===== src/rtl/serial_adder_pkg.sv =====
// Shared types and constants for the bit-serial adder sequencer.
// Latency: n/a (declarations only).
// Backpressure: n/a.
package serial_adder_pkg;

  // Default operand/result width in bits.
  localparam int WIDTH_DEFAULT = 8;

  // Sequencer states.
  typedef enum logic [1:0] {
    IDLE  = 2'd0,
    LOAD  = 2'd1,
    SHIFT = 2'd2,
    DONE  = 2'd3
  } state_t;

  // Bit-counter width: must be able to hold WIDTH-1.
  function automatic int cnt_w(input int width);
    return $clog2(width);
  endfunction

endpackage


===== src/rtl/serial_bit_counter.sv =====
// Down-counter tracking the remaining bit slices of one serial addition.
// Latency: zero_o reflects the registered count (one cycle after load/decrement).
// Backpressure: none; load has priority over decrement, holds at zero.
module serial_bit_counter #(
  parameter int WIDTH = 8,
  parameter int CNT_W = 3
) (
  input  logic clk,
  input  logic rst_n,
  input  logic load_i,
  input  logic dec_i,
  output logic zero_o
);

  localparam logic [CNT_W-1:0] LOAD_VAL = CNT_W'(WIDTH - 1);
  localparam logic [CNT_W-1:0] ONE      = CNT_W'(1);

  logic [CNT_W-1:0] cnt_q;

  // Load the slice count, then count down once per shifted bit.
  always_ff @(posedge clk or negedge rst_n) begin
    if (!rst_n) begin
      cnt_q <= '0;
    end else if (load_i) begin
      cnt_q <= LOAD_VAL;
    end else if (dec_i && (cnt_q != '0)) begin
      cnt_q <= cnt_q - ONE;
    end
  end

  assign zero_o = (cnt_q == '0);

endmodule


===== src/rtl/serial_adder_ctrl.sv =====
// Sequencer for a bit-serial LSB-first adder: load, WIDTH shift slices, done pulse.
// Latency: start sampled at edge N -> load N+1, shifts N+2..N+1+WIDTH, done N+2+WIDTH.
// Backpressure: start ignored (not queued) outside IDLE; abort returns to IDLE.
// Optional subtract mode under macro SERIAL_ADDER_SUB_EN (adds sub_i / b_inv_o).
module serial_adder_ctrl
  import serial_adder_pkg::*;
#(
  parameter int  WIDTH = WIDTH_DEFAULT,
  localparam int CNT_W = cnt_w(WIDTH)
) (
  input  logic             clk,
  input  logic             rst_n,
`ifdef SERIAL_ADDER_SUB_EN
  input  logic             sub_i,
  output logic             b_inv_o,
`endif
  input  logic             start_i,
  input  logic             abort_i,
  input  logic             sum_bit_i,
  input  logic             cout_bit_i,
  output logic             load_o,
  output logic             shift_en_o,
  output logic             carry_o,
  output logic             busy_o,
  output logic             done_o,
  output logic [WIDTH-1:0] sum_o,
  output logic             cout_o
);

  state_t           state_q, state_d;
  logic             cnt_zero;
  logic             start_acc;
  logic             carry_init;
  logic             carry_q;
  logic [WIDTH-1:0] result_q;
  logic [WIDTH-1:0] sum_q;
  logic             cout_q;
  logic             last_slice;

  assign start_acc  = (state_q == IDLE) && start_i;
  assign last_slice = (state_q == SHIFT) && !abort_i && cnt_zero;

`ifdef SERIAL_ADDER_SUB_EN
  logic sub_q;

  // Remember the operation for the whole run; the carry seed is the +1 of two's complement.
  always_ff @(posedge clk or negedge rst_n) begin
    if (!rst_n) begin
      sub_q <= 1'b0;
    end else if (start_acc) begin
      sub_q <= sub_i;
    end
  end

  assign carry_init = sub_i;
  assign b_inv_o    = sub_q && busy_o;
`else
  assign carry_init = 1'b0;
`endif

  serial_bit_counter #(
    .WIDTH (WIDTH),
    .CNT_W (CNT_W)
  ) u_bit_counter (
    .clk    (clk),
    .rst_n  (rst_n),
    .load_i (state_q == LOAD),
    .dec_i  (state_q == SHIFT),
    .zero_o (cnt_zero)
  );

  // State register.
  always_ff @(posedge clk or negedge rst_n) begin
    if (!rst_n) begin
      state_q <= IDLE;
    end else begin
      state_q <= state_d;
    end
  end

  // Next state and strobes; strobes decode the state register only, so no input-to-output path.
  always_comb begin
    state_d    = state_q;
    load_o     = 1'b0;
    shift_en_o = 1'b0;
    done_o     = 1'b0;
    busy_o     = 1'b0;
    case (state_q)
      IDLE: begin
        if (start_i) state_d = LOAD;
      end
      LOAD: begin
        load_o  = 1'b1;
        busy_o  = 1'b1;
        state_d = abort_i ? IDLE : SHIFT;
      end
      SHIFT: begin
        shift_en_o = 1'b1;
        busy_o     = 1'b1;
        if (abort_i)       state_d = IDLE;
        else if (cnt_zero) state_d = DONE;
      end
      DONE: begin
        done_o  = 1'b1;
        state_d = IDLE;
      end
      default: state_d = IDLE;
    endcase
  end

  // Carry flop and sum collector: seeded on accept, one slice per SHIFT edge unless aborted.
  always_ff @(posedge clk or negedge rst_n) begin
    if (!rst_n) begin
      carry_q  <= 1'b0;
      result_q <= '0;
    end else if (start_acc) begin
      carry_q <= carry_init;
    end else if ((state_q == SHIFT) && !abort_i) begin
      carry_q  <= cout_bit_i;
      result_q <= {sum_bit_i, result_q[WIDTH-1:1]};
    end
  end

  // Publish the result on the edge entering DONE, folding in the final slice so it is valid with done_o.
  always_ff @(posedge clk or negedge rst_n) begin
    if (!rst_n) begin
      sum_q  <= '0;
      cout_q <= 1'b0;
    end else if (last_slice) begin
      sum_q  <= {sum_bit_i, result_q[WIDTH-1:1]};
      cout_q <= cout_bit_i;
    end
  end

  assign carry_o = carry_q;
  assign sum_o   = sum_q;
  assign cout_o  = cout_q;

endmodule


===== config.mk =====
export PLATFORM = sky130hd
export DESIGN_NAME = serial_adder_ctrl
export DESIGN_NICKNAME = d
export VERILOG_FILES = /design/src/rtl/serial_adder_pkg.sv /design/src/rtl/serial_bit_counter.sv /design/src/rtl/serial_adder_ctrl.sv
export SDC_FILE = /design/constraint.sdc
export NUM_CORES = 1
export LEC_CHECK = 0
export CAP_MARGIN = 5
export CORE_ASPECT_RATIO = 0.8
export CORE_MARGIN = 2
export CORE_UTILIZATION = 45
export CTS_BUF_LIST = sky130_fd_sc_hd__clkbuf_4
export CTS_CLUSTER_SIZE = 25
export DETAILED_ROUTE_END_ITERATION = 10
export PLACE_DENSITY = 0.67
export SYNTH_ARGS = -nofsm -noshare
export SYNTH_HDL_FRONTEND = slang
export SYNTH_SLANG_ARGS = --single-unit
export TNS_END_PERCENT = 20

===== constraint.sdc =====
create_clock -name clk -period 3.9 [get_ports clk]
set_clock_uncertainty 0.15 [all_clocks]
set_input_delay 0.78 -clock clk [delete_from_list [all_inputs] [get_ports clk]]
set_output_delay 0.78 -clock clk [all_outputs]
set_load 0.05 [all_outputs]

==> results.json <==
{
  "status": "complete, no violations",
  "die_h_um": 46.9,
  "critPathCaptureType": "primary output",
  "leakagePower_nw": 0.630,
  "area_delta_synth_final_pct": 22.5,
  "synth_compound_area_share_pct": 6.42,
  "slew_headroom_pct": 36.1,
  "die_w_um": 57.6,
  "fin_setup_tns_ns": 0,
  "design_area_sq_mm": 0.00127,
  "start_util_pct": 47.9,
  "worst_pin_slew_ns": 0.955,
  "setup_viol": 0,
  "clk_pin_slew_ns": 0.11,
  "hold_ws_ns": 0.358,
  "worstHoldPathType": "flip-flop to flip-flop",
  "muxShareOfSynthArea_pct": 21.9,
  "ys_warn_count": 0,
  "report.final.slew_viol_count": 0,
  "grt_overflow_total": 0,
  "cp.required_ns": 2.97,
  "power.total_uw": 700,
  "netlist_area_sq_mm": 0.00103,
  "dr.first_iter.drc_count": 8,
  "drt_pre_antenna_iters": 2,
  "cts_made_buffers": 3,
  "critPathLaunchType": "flip-flop",
  "synth_xor_xnor_area_share_pct": 0,
  "arrival_ns": 2.05,
  "critPathMaxFanout": 9,
  "die_area_sq_mm": 0.00270,
  "min_from": "u_bit_counter.cnt_q[2]",
  "cts.sinks": 22,
  "hold_viol": 0,
  "grt_pass1_vias": 621,
  "nets": 108,
  "viasPerCell": 5.10,
  "diodes": 0,
  "post_drt_wl_per_cell_um": 14.2,
  "avgSynthCellArea_sq_um": 14.4,
  "cts_resized": 0,
  "cts-root-buf": "clkbuf_4",
  "worstRegToRegCells": 4,
  "clock_latency_ns": 0.30,
  "r2r_end": "sum_o[5]",
  "timing.fmax_mhz": 336,
  "layout_commonest_cell": "dfrtp_1",
  "drive_gt1_share_pct": 26.9,
  "multi_input_area_sq_um": 453,
  "synth_top_family_by_area": "multiplexers",
  "r2r_start": "state_q[0]",
  "period_needed_ns": 2.98,
  "antenna_found_initial": 0,
  "cap_violations": 0,
  "ios": 20,
  "dp_hpwl_um": 1260,
  "ys_types": 21,
  "ys_seq_elements": 22,
  "drt_wl_total_um": 1680,
  "synth-simple-area-share_pct": 7.02,
  "cts.path.max_buffers": 2,
  "min_to": "u_bit_counter.cnt_q[2]",
  "fill_cells": 172,
  "grt_usage_pct": 14.2,
  "htreeDepth": 1,
  "placed_area_sq_mm": 0.00124,
  "min_period_over_period_pct": 76.3,
  "final_cell_mix": "22 x dfrtp_1, 19 x clkdlybuf4s50_1, 9 x mux2_2, 7 x mux2_4, 7 x ha_1",
  "cts_tree": "built",
  "syn_inst": 72,
  "grt_pass1_wl_um": 2800,
  "p_per_area_mw_per_mm2": 553,
  "core_area_sq_mm": 0.00216,
  "rows": 15,
  "layout.area.seq_sq_um": 551,
  "rsz0062_at_grt": "false",
  "finalNonFillerCells": 118,
  "ys_seq_area_share_pct": 53.3,
  "postCtsSetupBuffers": 0,
  "via_count": 602,
  "place_inst": 115,
  "ir_drop_mv": 0.479,
  "final_antenna_net_count": 0,
  "synthAdderAreaFrac_pct": 8.47,
  "route.detailed.drc": 0,
  "postCtsHoldBufs": 0,
  "r2r_slack_ns": 1.71,
  "worstSetupPathType": "flip-flop to primary output",
  "gp_congestion": 0.768,
  "synth_nets": 85,
  "grt_start_max_net_pins": 23,
  "hold_path_depth": 1,
  "io_buffers": 19
}
-- critical path, stage by stage (launching register included) --
cell and delay, ns:
dfrtp_1 0.43, inv_1 0.12, ha_1 0.34, clkdlybuf4s50_1 0.86
-- routing by layer --
layer / track usage (%) / wire [um] / up-vias
li1: - / - / 293
met1: 19.3 / 873 / 296
met2: 21.6 / 731 / 13
met3: 5.51 / 73 / 0
met4: 4.19 / 0 / 0
met5: 0 / 0 / -
-- power breakdown --
part | switching (mW) | leakage, nW | total, mW | internal, mW
sequential | 0.0269 | 0.287 | 0.291 | 0.264
combinational | 0.184 | 0.329 | 0.310 | 0.126
clock | 0.0627 | 0.0138 | 0.0987 | 0.0360
-- sequential cells by signal, indices dropped and copies added, names as in the netlist --
name and cells:
result_q 7, cout_o 1, state_q 2, sum_o 8, carry_o 1, u_bit_counter.cnt_q 3
-- cells in the mapped netlist --
master    number  share of area (%)
nand2_4        1                1.1
nand2_1        2               0.73
nor2b_1        1               0.61
mux2_4         7                 10
ha_1           7                8.5
a311o_2        1                1.1
o21ai_0        1               0.48
o21bai_1       1               0.73
o32a_1         1               0.97
buf_6          1                1.1
mux2i_1        2                1.9
mux2_2         9                9.8
a21oi_1        5                2.4
inv_1          5                1.8
nand2b_4       1                1.3
nor2_1         1               0.36
nor3b_2        1                1.2
dfrtp_1       22                 53
o31ai_1        1               0.73
and2b_4        1               0.97
and3_2         1               0.73
-- area by class of cell --
cell class,count,share of cell area (%)
repair buffers,19,15.0
well taps,25,2.47
flip-flops and latches,22,43.5
clock buffers,3,1.78
inverters,5,1.48
multi-input cells,44,35.8
-- kinds of logic after synthesis --
group / count (synthesis)
muxes: 18
adders and majority gates: 7
buffers and inverters: 6
AOI/OAI and AO/OA: 10
DFF: 22
and+or+nand+nor: 9
-- how the worst max path moves through the flow --
stage | start | end | cells past startpoint
4_1_cts | state_q[0] | shift_en_o | 3
3_5_place_dp | state_q[0] | shift_en_o | 3
6_report | state_q[0] | shift_en_o | 3
2_1_floorplan | state_q[0] | cout_o | 5
3_3_place_gp | state_q[0] | shift_en_o | 3
5_1_grt | state_q[0] | shift_en_o | 3
-- metrics by stage --
stage / util (%) / worst slack [ns]
6_report: 58.7 / 0.923
4_1_cts: 58.7 / 0.904
5_1_grt: 58.7 / 0.808
3_5_place_dp: 57.6 / 1.26
3_3_place_gp: 57.6 / 1.28
2_1_floorplan: - / 1.81
Note: power is estimated with default switching activity, not from simulation.
